$ cat src/rtl/resp_tx_arb.sv
// Arbitrates the UART transmitter between command acks and 16-bit telemetry frames.
// Build option: define TLM_HDR_EN to prefix every telemetry frame with a 0x5A header byte.
//
// state   | meaning
// IDLE    | no byte in flight, arbitrating between ack FIFO and telemetry
// ACK_TX  | ack byte in flight
// TLM_HDR | telemetry header byte in flight (TLM_HDR_EN only)
// TLM_HI  | telemetry high byte in flight
// TLM_LO  | telemetry low byte in flight
module resp_tx_arb #(
  parameter int TMO_CYCLES = 32768,
  parameter int ACK_BURST  = 4,
  parameter int ACK_DEPTH  = 2
) (
  input  logic        clk,
  input  logic        rst,
  input  logic        send_resp,
  input  logic [7:0]  resp,
  input  logic        tlm_vld,
  input  logic [15:0] tlm_data,
  output logic        tlm_ack,
  input  logic        tx_done,
  output logic        trmt,
  output logic [7:0]  tx_data,
  output logic        ack_ovf,
  output logic        tx_err,
  input  logic        clr_err
);

  localparam int PW = (ACK_DEPTH > 2) ? $clog2(ACK_DEPTH) : 1;
  localparam int CW = PW + 1;
  localparam int TW = (TMO_CYCLES > 2) ? $clog2(TMO_CYCLES) : 1;
  localparam int BW = $clog2(ACK_BURST + 1);
  localparam logic [TW-1:0] TMO_LOAD  = TW'(TMO_CYCLES - 1);
  localparam logic [BW-1:0] BURST_MAX = BW'(ACK_BURST);
  localparam logic [CW-1:0] FIFO_FULL = CW'(ACK_DEPTH);

  typedef enum logic [2:0] {
    IDLE,
    ACK_TX,
    TLM_HI,
`ifdef TLM_HDR_EN
    TLM_HDR,
`endif
    TLM_LO
  } state_t;

  state_t          state, state_nxt;
  logic [7:0]      mem [ACK_DEPTH];
  logic [PW-1:0]   wr_ptr, rd_ptr;
  logic [CW-1:0]   count;
  logic [TW-1:0]   timer;
  logic [BW-1:0]   burst, burst_nxt;
  logic [15:0]     tlm_word;
  logic            trmt_nxt, tlm_ack_nxt, cap, pop;
  logic [7:0]      tx_data_nxt;
  logic            busy, done_ok, expired, fifo_empty, fifo_full, push_ok, ovf_set;

  assign busy       = (state != IDLE);
  assign done_ok    = busy && !trmt && tx_done;
  assign expired    = busy && !done_ok && (timer == '0);
  assign fifo_empty = (count == '0);
  assign fifo_full  = (count == FIFO_FULL);
  assign push_ok    = send_resp && (!fifo_full || pop);
  assign ovf_set    = send_resp && fifo_full && !pop;

  always_ff @(posedge clk) begin
    if (rst) state <= IDLE;
    else     state <= state_nxt;
  end

  always_comb begin
    state_nxt   = state;
    trmt_nxt    = 1'b0;
    tlm_ack_nxt = 1'b0;
    tx_data_nxt = tx_data;
    burst_nxt   = burst;
    cap         = 1'b0;
    pop         = 1'b0;
    case (state)
      IDLE: begin
        if (!fifo_empty && (!tlm_vld || burst < BURST_MAX)) begin
          pop         = 1'b1;
          tx_data_nxt = mem[rd_ptr];
          trmt_nxt    = 1'b1;
          burst_nxt   = tlm_vld ? burst + BW'(1) : '0;
          state_nxt   = ACK_TX;
        end else if (tlm_vld) begin
          cap         = 1'b1;
          tlm_ack_nxt = 1'b1;
          trmt_nxt    = 1'b1;
          burst_nxt   = '0;
`ifdef TLM_HDR_EN
          tx_data_nxt = 8'h5A;
          state_nxt   = TLM_HDR;
`else
          tx_data_nxt = tlm_data[15:8];
          state_nxt   = TLM_HI;
`endif
        end
      end
      ACK_TX: if (done_ok) state_nxt = IDLE;
`ifdef TLM_HDR_EN
      TLM_HDR: if (done_ok) begin
        tx_data_nxt = tlm_word[15:8];
        trmt_nxt    = 1'b1;
        state_nxt   = TLM_HI;
      end
`endif
      TLM_HI: if (done_ok) begin
        tx_data_nxt = tlm_word[7:0];
        trmt_nxt    = 1'b1;
        state_nxt   = TLM_LO;
      end
      TLM_LO: if (done_ok) state_nxt = IDLE;
      default: state_nxt = IDLE;
    endcase
    // A lost byte drops whatever is left of the current item
    if (expired) state_nxt = IDLE;
  end

  always_ff @(posedge clk) begin
    if (rst) begin
      trmt     <= 1'b0;
      tx_data  <= 8'h00;
      tlm_ack  <= 1'b0;
      ack_ovf  <= 1'b0;
      tx_err   <= 1'b0;
      timer    <= '0;
      burst    <= '0;
      wr_ptr   <= '0;
      rd_ptr   <= '0;
      count    <= '0;
      tlm_word <= '0;
    end else begin
      trmt    <= trmt_nxt;
      tx_data <= tx_data_nxt;
      tlm_ack <= tlm_ack_nxt;
      burst   <= burst_nxt;
      ack_ovf <= ovf_set | (ack_ovf & ~clr_err);
      tx_err  <= expired | (tx_err & ~clr_err);
      if (cap) tlm_word <= tlm_data;
      if (trmt_nxt)                 timer <= TMO_LOAD;
      else if (busy && timer != '0) timer <= timer - TW'(1);
      if (push_ok) wr_ptr <= wr_ptr + PW'(1);
      if (pop)     rd_ptr <= rd_ptr + PW'(1);
      count <= count + CW'(push_ok) - CW'(pop);
    end
  end

  always_ff @(posedge clk) begin
    if (push_ok) mem[wr_ptr] <= resp;
  end

endmodule

$ cat config.mk
export PLATFORM = sky130hd
export DESIGN_NAME = resp_tx_arb
export DESIGN_NICKNAME = d
export VERILOG_FILES = /design/src/rtl/resp_tx_arb.sv
export SDC_FILE = /design/constraint.sdc
export NUM_CORES = 1
export LEC_CHECK = 0
export CORE_MARGIN = 2
export CORE_UTILIZATION = 30
export CTS_BUF_LIST = sky130_fd_sc_hd__clkbuf_4 sky130_fd_sc_hd__clkbuf_8 sky130_fd_sc_hd__clkbuf_16
export DETAILED_ROUTE_END_ITERATION = 6
export GPL_ROUTABILITY_DRIVEN = 1
export HOLD_SLACK_MARGIN = 0.12
export REMOVE_ABC_BUFFERS = 1
export SLEW_MARGIN = 20
export SYNTH_ARGS = -nofsm -noshare
export SYNTH_HDL_FRONTEND = slang
export SYNTH_SLANG_ARGS = --single-unit
$ cat constraint.sdc
create_clock -name clk -period 2.5 [get_ports clk]
set_input_delay 0.375 -clock clk [delete_from_list [all_inputs] [get_ports clk]]
set_output_delay 0.375 -clock clk [all_outputs]
set_load 0.1 [all_outputs]
==> metrics.csv, run 1 <==
stage,metric,value,unit
global_routing,first-pass GRT wire length,10100,um
global_routing,initial antenna violation count,0,
critical_path,crit-path max FO,4,
route,drt pass-1 iters,4,
route,WL/cell,14.4,um
timing,Hold Fails Final Rpt,0,
critical_path,"slowest stage delay, CP",0.43,ns
power,PwrDens,1300,nW/um^2
final_layout,Final Instance Area,3480,um^2
synthesis,post-synthesis compound-gate area fraction,17.6,%
critical_path,end of the critical path,count[1],
global_routing,GRT overflow,0,
critical_path,slowest CP cell,clkdlybuf4s50_1,
clocking,Clock Tree Buf Depth,2,
synthesis,post-synthesis mux area share,6.04,%
timing,Worst Skew,0.00609,ns
run,max-cap viol count,0,
place,placed insts,421,
critical_path,Reg2Reg Depth,8,
final_layout,Finished Layout Cells,436,
clocking,CTS tree,built,
floorplanning,I/O pin total,42,
synthesis,post-synthesis adder-cell area fraction,1.78,%
route,initial DRC count,85,
place,placed cell area,3300,um^2
worst_hold_path,HP Class,reg2reg,
status,outcome,"complete, no violations",
critical_path,Worst setup EP type,register,
floorplanning,initial core utilization,30.8,%
clocking,TritonCTS buffer count,9,
floorplanning,row count,35,
synthesis,synthesized flop and latch total,61,
final_layout,layout cell share with drive strength beyond 1,16.0,%
critical_path,worst-path cell chain,clkdlybuf4s50_1 -> a211oi_1 -> o21ai_1 -> ha_1 -> inv_1 -> ha_1 -> xor2_1 -> xnor2_1 -> nor2_1,
clocking,clock sinks,61,
route,Post-Route WL,6270,um
floorplanning,core footprint,9150,um^2
synthesis,Simple-Gate Fraction of Synth Area,20.2,%
route,via count,2196,
critical_path,r2r startpoint,state[1],
critical_path,Reg2Reg Setup Slack,0.57,ns
synthesis,"Top FF cell, synth",dfxtp_1,
timing,fin crit share,79.6,%
route,# DRC,0,
power,Pleak,1.29,nW
synthesis,Post-synth EDFFs,16,
synthesis,Unique masters post-synth,54,
synthesis,Synth Instances,278,
global_routing,gr usage total,12.8,%
critical_path,kind of critical path,in2reg,
synthesis,Synth Area in XOR/XNOR,1.24,%
synthesis,post-synthesis sequential area ratio,49.0,%
timing,slew at the pin closest to its max-slew limit,0.784,ns
clocking,htree depth,3,
timing,Final min period,1.99,ns
critical_path,Critical Path AT,2.22,ns
clocking,Skew-Pair Late Insertion Delay,0.33,ns
clocking,Resize count post-CTS,0,
final_layout,Multi-input gate area,1320,um^2
synthesis,syn_area_per_cell,10.1,um^2
global_routing,vias in the first global route,2080,
final_layout,Antenna Cells,0,
synthesis,"Async S/R FF share, synth",0,%
timing,Hold WS,0.475,ns
global_routing,largest net degree at the start of global routing,37,
power,peak supply drop,631,uV
floorplanning,die width,101,um
clocking,clock-pin slew of the registers on the worst-case setup and hold paths,0.07,ns
place,RD Place Congestion,0.760,
timing,RSZ-0062 raised after global routing,false,
timing,Setup TNS,0,ns
critical_path,Crit path top cell by count,ha_1,
timing,Slew Limit Fails,0,
place,I/O Buffers,41,
final_layout,area grow syn2layout,23.5,%
critical_path,Worst R2R End,count[1],
critical_path,Critical Path Source,tlm_vld,
clocking,Root Buffer,clkbuf_8,
route,post-DR vias/cell,5.04,
synthesis,main combinational cell family by area after synthesis,simple AND/OR/NAND/NOR gates,
floorplanning,full die area,10200,um^2
critical_path,"Req. time, crit path",2.73,ns
timing,Peak Freq,503,MHz
final_layout,Fillers,906,
synthesis,mapped cell area,2820,um^2
final_layout,FF+latch area,1380,um^2
clocking,Post-CTS Hold Buffers,0,
timing,Rel. slew slack,47.7,%
final_layout,# nets final,355,
place,Post-DP HPWL,4330,um
floorplanning,die height,101,um
critical_path,Setup crit start kind,input pin,
clocking,# Post-CTS Setup Buffers,0,
route,Antenna Violating Nets Remaining,0,
timing,final number of setup-violating endpoints,0,
synthesis,warning count from the yosys run,0,
## Yosys cell counts, types with 2 or more instances
library cell	n	share of area (%)
mux2i_1	17	6.0
a211oi_2	6	2.7
a211oi_1	9	2.4
dfxtp_1	45	32
xnor2_1	3	0.93
nand4_1	3	0.67
and2_1	2	0.44
clkbuf_1	6	0.80
buf_2	5	0.89
nor4_1	3	0.67
nor3_1	5	0.89
nand3_1	7	1.2
a22oi_1	2	0.53
or3_1	3	0.67
o21ai_0	4	0.71
or4_1	3	0.80
ha_1	4	1.8
nor2_1	38	5.1
and4_1	3	0.93
o31ai_1	5	1.3
buf_6	2	0.80
nor2b_1	2	0.44
a2bb2oi_1	2	0.62
inv_1	8	1.1
nor4_4	2	1.5
nand2b_1	4	0.89
a21oi_1	12	2.1
nand2_1	15	2.0
nor3_2	2	0.71
edfxtp_1	16	17
a31oi_1	7	1.6
a311oi_1	2	0.62
o211ai_1	8	2.1
and3_1	3	0.67
## logic make-up (layout without fill, tap and decap cells)
group                      Yosys count  after routing
xor gates and xnor gates             4              4
buffers and inverters               24             71
adders and majority gates            4              4
muxes                               17             17
AOI/OAI and AO/OA                   65             65
and+or+nand+nor                    103            103
DFF                                 61             61
## where the power goes
part / internal (W) / switching [W] / total (W)
registers: 0.00129 / 0.000279 / 0.00157
logic: 0.000756 / 0.00140 / 0.00216
clock network: 0.000419 / 0.000379 / 0.000798
total: 0.00247 / 0.00206 / 0.00453
## cell type report
| class | count | share of cell area [%] |
|---|---|---|
| clock buffers | 12 | 4.57 |
| clock inverters | 3 | 0.647 |
| inverters | 8 | 0.863 |
| multi-input cells | 193 | 37.9 |
| flip-flops and latches | 61 | 39.7 |
| well taps | 111 | 3.99 |
| repair buffers | 48 | 12.3 |
## per-layer routing
layer	track usage [%]	vias to the layer above	part of all wire, %
met5	0	-	0
met4	5.93	0	1.6
met3	2.29	10	3.0
met2	20.5	37	48
met1	16.9	1029	47
li1	-	1120	-
## registers in the layout, summed over array words and instances, names as in the netlist, 2 cells and up, named ones only
signal,cells
state,2
tx_data,8
burst,3
count,2
tlm_word,8
timer,15
mem,16
## stage by stage
step                      util, %  worst slack, ns  total power (W)
final                        38.0            0.510          0.00453
after global routing         38.0            0.356          0.00487
after CTS                    38.0            0.505          0.00457
after detailed placement     36.0            0.152          0.00376
after global placement       36.0            0.251          0.00373
after floorplan                 -            0.186          0.00319
## cells in the final DEF, fill, tap and decap left out, drive strengths merged, types with 12 or more instances in the layout
cell	instances
clkbuf	12
nor2	39
a211oi	15
edfxtp	16
nand2	15
mux2i	17
dfxtp	45
buf	20
a21oi	12
clkdlybuf4s50	28
## worst max-delay path, delay by kind of cell
family	cells	cell delay, ns
AO/OA/AOI/OAI	2	0.55
XOR/XNOR	2	0.30
buffers and inverters	2	0.48
adder cells (fa/ha/maj)	2	0.46
AND/OR/NAND/NOR	1	0.05
## worst min path at each step
stage          startpoint        to  slack (ns)  cells past startpoint
4_1_cts          burst[1]  burst[1]        0.48                      2
2_1_floorplan    burst[1]  burst[1]        0.43                      2
6_report         burst[1]  burst[1]        0.47                      2
3_3_place_gp     burst[1]  burst[1]        0.44                      2
3_5_place_dp     burst[1]  burst[1]        0.47                      2
5_1_grt          burst[1]  burst[1]        0.51                      2
Note: power is estimated with default switching activity, not from simulation.
==> run 2: changes to the inputs <==
==> constraint.sdc (replaced) <==
create_clock -name clk -period 1.74 [get_ports clk]
set_input_delay 0.261 -clock clk [delete_from_list [all_inputs] [get_ports clk]]
set_output_delay 0.261 -clock clk [all_outputs]
set_load 0.1 [all_outputs]
==> run 2 against run 1 <==
Clock power increased by 70%. Clock-buffer cell count is 3 lower. Total power increased by 74%. Non-clock buffer count grew 37. Flip-flop and latch count unchanged. Global-route usage is 0.093 points higher. Worst setup slack got worse by 0.44 ns. First-iteration DRC count increased by 20%. Largest cell class is now multi-input combinational cells.
==> metrics.csv, run 2 (same netlist as run 1, synthesis figures left out) <==
stage,metric,value,unit,change
critical_path,slowest CP cell,or4_1,,
power,Pleak,1.56,nW,+21%
timing,setup slack after layout,0.0738,ns,-0.437 ns
critical_path,Setup crit start kind,register,,
timing,Peak Freq,600,MHz,
clocking,Clock Tree Buf Depth,2,,unchanged
critical_path,"slowest stage delay, CP",0.46,ns,+0.03 ns
final_layout,Fillers,869,,-4.1%
clocking,htree depth,3,,unchanged
run,max-cap viol count,0,,unchanged
clocking,Skew-Pair Late Insertion Delay,0.33,ns,about the same
timing,RSZ-0062 raised after global routing,true,,
floorplanning,core footprint,9150,um^2,unchanged
worst_hold_path,HP Class,in2reg,,
power,PwrDens,1940,nW/um^2,+49%
final_layout,Antenna Cells,0,,unchanged
final_layout,"commonest non-fill, non-tap cell in the layout",dfxtp_1,,
timing,fin crit share,95.8,%,
route,WL/cell,13.8,um,-4.3%
clocking,CTS tree,built,,
global_routing,largest net degree at the start of global routing,25,,-32%
timing,Worst Skew,0.00865,ns,+0.00256 ns
global_routing,initial antenna violation count,0,,unchanged
timing,Hold WS,0.367,ns,-0.108 ns
clocking,Post-CTS Hold Buffers,0,,unchanged
timing,Rel. slew slack,67.7,%,+20 points
final_layout,most frequent cells in the layout,"43 x dfxtp_1, 42 x buf_4, 38 x nor2_1",,
critical_path,Critical Path AT,1.93,ns,-0.29 ns
global_routing,gr usage total,12.9,%,+0.093 points
floorplanning,die height,101,um,unchanged
clocking,clock-pin slew of the registers on the worst-case setup and hold paths,0.07,ns,about the same
critical_path,Worst setup EP type,register,,
final_layout,biggest regs,"mem: 16 flops, timer: 15 flops",,
place,I/O Buffers,41,,unchanged
clocking,TritonCTS buffer count,9,,unchanged
route,post-DR vias/cell,5.00,,-0.69%
place,DP Worst Slack,-0.435,ns,-0.587 ns
route,Antenna Violating Nets Remaining,0,,unchanged
final_layout,Final Instance Area,4060,um^2,+17%
critical_path,worst-path cell chain,inv_1 -> ha_2 -> nor4b_4 -> and3_2 -> or4_1 -> a31oi_1,,
timing,Hold Fails Final Rpt,0,,unchanged
final_layout,Largest Register,mem,,
critical_path,"Req. time, crit path",2.00,ns,-0.73 ns
place,placed insts,448,,+6.4%
route,# DRC,0,,unchanged
critical_path,crit-path max FO,5,,+1
floorplanning,row count,35,,unchanged
clocking,Root Buffer,clkbuf_8,,
timing,Slew Limit Fails,0,,unchanged
route,via count,2371,,+8.0%
final_layout,# nets final,392,,+10%
final_layout,Finished Layout Cells,474,,+8.7%
final_layout,area grow syn2layout,44.1,%,
place,Post-DP HPWL,4690,um,+8.4%
floorplanning,initial core utilization,30.8,%,unchanged
timing,slew at the pin closest to its max-slew limit,0.485,ns,-0.299 ns
clocking,clock sinks,61,,unchanged
route,initial DRC count,102,,+20%
critical_path,kind of critical path,reg2reg,,
timing,Final min period,1.67,ns,
status,outcome,"complete, no violations",,
final_layout,FF+latch area,1390,um^2,+0.36%
floorplanning,I/O pin total,42,,unchanged
final_layout,layout cell share with drive strength beyond 1,28.7,%,+13 points
floorplanning,die width,101,um,unchanged
global_routing,vias in the first global route,2191,,+5.3%
place,RD Place Congestion,0.852,,+12%
timing,final number of setup-violating endpoints,0,,unchanged
final_layout,flip-flop count of the largest register after layout,16,,unchanged
power,peak supply drop,893,uV,+42%
route,Post-Route WL,6520,um,+4.0%
route,drt pass-1 iters,4,,unchanged
place,placed cell area,3670,um^2,+11%
global_routing,GRT overflow,0,,unchanged
floorplanning,full die area,10200,um^2,unchanged
global_routing,first-pass GRT wire length,10300,um,+1.2%
final_layout,Multi-input gate area,1410,um^2,+6.6%
[run 2: per-stage QoR]
stage	total power, W	setup TNS (ns)	utilization, %
2_1_floorplan	0.00458	-10.44	-
3_3_place_gp	0.00610	-5.92	40.2
3_5_place_dp	0.00615	-7.63	40.2
4_1_cts	0.00756	-0.00796	42.7
5_1_grt	0.00839	-0.0314	44.3
6_report	0.00789	0	44.3
[run 2: cell type report]
type | instances | share of cell area, %
clock buffers | 9 | 3.05
multi-input cells | 193 | 34.7
clock inverters | 7 | 2.19
inverters | 8 | 0.740
flip-flops and latches | 61 | 34.2
well taps | 111 | 3.42
repair buffers | 85 | 21.8
[run 2: path summary, 6_finish.rpt]
| check | from | endpoint | slack [ns] | cells past startpoint |
|---|---|---|---|---|
| setup / recovery | timer[0] | timer[7] | 0.07 | 6 |
| hold / removal | rst | count[1] | 0.37 | 2 |
| setup reg to reg | timer[0] | timer[7] | 0.07 | 6 |
| hold reg to reg | burst[1] | burst[1] | 0.48 | 2 |
[run 2: repair_timing]
action	in CTS	in global routing
hold endpoints to repair	0	0
endpoints found under the setup margin	5	14
resized for setup	3	19
cloned	0	0
pin swaps	2	11
buffers inserted	0	10
[run 2: where the power goes]
group	total (W)	leakage (nW)	internal (W)	switching, W
logic	0.00425	0.933	0.00197	0.00228
clock network	0.00136	0.105	0.000799	0.000560
registers	0.00228	0.524	0.00186	0.000419
[run 2: routing by layer]
layer	GRT usage [%]	wire, um	vias up
li1	-	-	1194
met2	20.6	3160	42
met5	0	0	-
met3	3.68	197	6
met4	4.37	73	0
met1	16.9	3090	1129
[run 2: worst max-delay path, delay by kind of cell (launching register included)]
kind	cells	cell delay, ns
flip-flops	1	0.33
buffers and inverters	1	0.06
AND/OR/NAND/NOR	3	0.85
adder cells (fa/ha/maj)	1	0.21
AO/OA/AOI/OAI	1	0.16
==> run 3: changes to the inputs <==
--- a/config.mk
+++ b/config.mk
@@ -12,6 +12,7 @@
 export GPL_ROUTABILITY_DRIVEN = 1
 export HOLD_SLACK_MARGIN = 0.12
 export REMOVE_ABC_BUFFERS = 1
+export SETUP_SLACK_MARGIN = 0.15
 export SLEW_MARGIN = 20
 export SYNTH_ARGS = -nofsm -noshare
 export SYNTH_HDL_FRONTEND = slang
==> run 3 against run 2 <==
Total power grew 4.3%. Worst hold slack lost 0.0064 ns. Critical path type unchanged. Largest cell class unchanged. Via count grew 3.5%. Clock-buffer cell count is the same.
==> metrics.csv, run 3 (same netlist as run 1, synthesis figures left out) <==
stage,metric,value,unit,change
final_layout,flip-flop count of the largest register after layout,16,,unchanged
timing,Slew Limit Fails,0,,unchanged
clocking,Skew-Pair Late Insertion Delay,0.34,ns,about the same
timing,Hold WS,0.361,ns,-0.00643 ns
final_layout,Antenna Cells,0,,unchanged
route,WL/cell,14.6,um,+6.0%
timing,Setup TNS,0,ns,unchanged
floorplanning,die width,101,um,unchanged
global_routing,gr usage total,13.6,%,+0.64 points
timing,Rel. slew slack,67.1,%,-0.60 points
clocking,clock-pin slew of the registers on the worst-case setup and hold paths,0.07,ns,about the same
clocking,CTS tree,built,,
final_layout,Largest Register,mem,,
critical_path,Reg2Reg Setup Slack,0.1,ns,+0.02 ns
place,I/O Buffers,41,,unchanged
critical_path,Critical Path AT,1.86,ns,-0.07 ns
clocking,TritonCTS buffer count,9,,unchanged
floorplanning,core footprint,9150,um^2,unchanged
power,Pleak,1.61,nW,+3.0%
critical_path,Worst R2R End,count[1],,
route,drt pass-1 iters,4,,unchanged
worst_hold_path,worst hold path endpoint,count[1],,
floorplanning,die height,101,um,unchanged
route,Antenna Violating Nets Remaining,0,,unchanged
global_routing,vias in the first global route,2284,,+4.2%
final_layout,"commonest non-fill, non-tap cell in the layout",buf_4,,
route,initial DRC count,103,,+0.98%
timing,RSZ-0062 raised after global routing,true,,
worst_hold_path,HP Class,in2reg,,
place,RD Place Congestion,0.852,,unchanged
route,post-DR vias/cell,5.10,,+2.0%
final_layout,layout cell share with drive strength beyond 1,37.3,%,+8.6 points
critical_path,Worst setup EP type,register,,
timing,final number of setup-violating endpoints,0,,unchanged
timing,slew at the pin closest to its max-slew limit,0.489,ns,+0.00379 ns
global_routing,first-pass GRT wire length,10800,um,+5.2%
timing,fin crit share,94.5,%,-1.2 points
floorplanning,full die area,10200,um^2,unchanged
power,Combinational Power Share,54.9,%,+1.0 points
final_layout,area grow syn2layout,50.6,%,
power,PwrDens,1940,nW/um^2,-0.23%
critical_path,Setup crit start kind,register,,
worst_hold_path,worst hold path stage count,2,,unchanged
status,outcome,"complete, no violations",,
power,Clk network pwr share,16.6,%,-0.6 points
floorplanning,I/O pin total,42,,unchanged
power,peak supply drop,1030,uV,+15%
critical_path,Reg2Reg Depth,8,,+2
clocking,Root Buffer,clkbuf_8,,
final_layout,# nets final,399,,+1.8%
power,NetSw,0.00345,W,+5.7%
timing,Peak Freq,608,MHz,+1.3%
global_routing,GRT overflow,0,,unchanged
clocking,Post-CTS Hold Buffers,0,,unchanged
power,Pint,0.00478,W,+3.4%
clocking,htree depth,3,,unchanged
global_routing,initial antenna violation count,0,,unchanged
floorplanning,initial core utilization,30.8,%,unchanged
clocking,clock sinks,61,,unchanged
critical_path,crit-path max FO,3,,-2
timing,Worst Skew,0.00802,ns,-0.000630 ns
critical_path,r2r startpoint,burst[2],,
final_layout,most frequent cells in the layout,"43 x buf_4, 34 x nor2_1, 32 x dfxtp_1",,
route,via count,2453,,+3.5%
power,register share of total power,28.4,%,-0.5 points
clocking,Clock Tree Buf Depth,2,,unchanged
floorplanning,row count,35,,unchanged
worst_hold_path,worst hold path startpoint,rst,,
place,Post-DP HPWL,4690,um,unchanged
critical_path,"Req. time, crit path",1.95,ns,-0.05 ns
timing,Final min period,1.64,ns,-0.0217 ns
route,# DRC,0,,unchanged
final_layout,biggest regs,"mem: 16 flops, timer: 15 flops",,
run,max-cap viol count,0,,unchanged
route,Post-Route WL,7010,um,+7.5%
global_routing,largest net degree at the start of global routing,25,,unchanged
power,switch share,41.9,%,+0.54 points
critical_path,kind of critical path,reg2reg,,
timing,Hold Fails Final Rpt,0,,unchanged
==> run 3: per-layer routing <==
| metal | global-route usage [%] | wire length [um] |
|---|---|---|
| met5 | 0 | 0 |
| met4 | 4.37 | 87 |
| met3 | 3.68 | 187 |
| met2 | 21.9 | 3620 |
| met1 | 17.6 | 3110 |
==> run 3: area by class of cell <==
cell class              instances  area, um^2
inverters                       8        30.0
fillers                       851        4910
clock inverters                 7        88.8
repair buffers                 92         955
multi-input cells             193        1500
clock buffers                   9         124
well taps                     111         139
flip-flops and latches         61        1400
==> run 3: worst max path at each step <==
stage	slack (ns)	endpoint	startpoint	cells after the start
global route	0.002	count[1]	count[0]	8
floorplan	-0.57	count[1]	count[1]	8
finish	0.1	count[1]	burst[2]	8
CTS	0.03	count[1]	burst[2]	8
global placement	-0.33	count[1]	tlm_vld	9
detailed placement	-0.43	count[1]	tlm_vld	9
==> run 3: worst max-delay path: stages (launching register included) <==
cell and delay [ns]:
dfxtp_4 0.36, a211oi_4 0.24, o21ai_2 0.09, ha_1 0.31, inv_2 0.07, ha_4 0.13
xor2_2 0.14, xnor2_1 0.13, nor2_1 0.05
==> run 3: power by group through the flow <==
stage               combinational [W]  clock (W)  sequential, W
floorplan                     0.00177          0        0.00281
global placement              0.00385          0        0.00226
detailed placement            0.00388          0        0.00227
CTS                           0.00416    0.00139        0.00227
global route                  0.00486    0.00146        0.00240
finish                        0.00452    0.00137        0.00234
==> run 3: what timing repair did <==
item	in CTS	in global routing
resized for setup	19	43
endpoints found under the hold margin	0	0
buffers inserted	11	6
endpoints found under the setup margin	22	50
pin swaps	15	24
gates cloned	0	0
==> run 3: metrics by stage <==
stage	cell area [um^2]	util (%)	total power (W)	std cells	setup slack [ns]
final	4240	46.4	0.00823	481	0.0955
after global routing	4240	46.4	0.00872	481	0.00238
after CTS	4040	44.1	0.00782	475	0.0272
after detailed placement	3670	40.2	0.00615	448	-0.435
after global placement	3670	40.2	0.00610	448	-0.334
after floorplan	2730	-	0.00458	262	-0.574
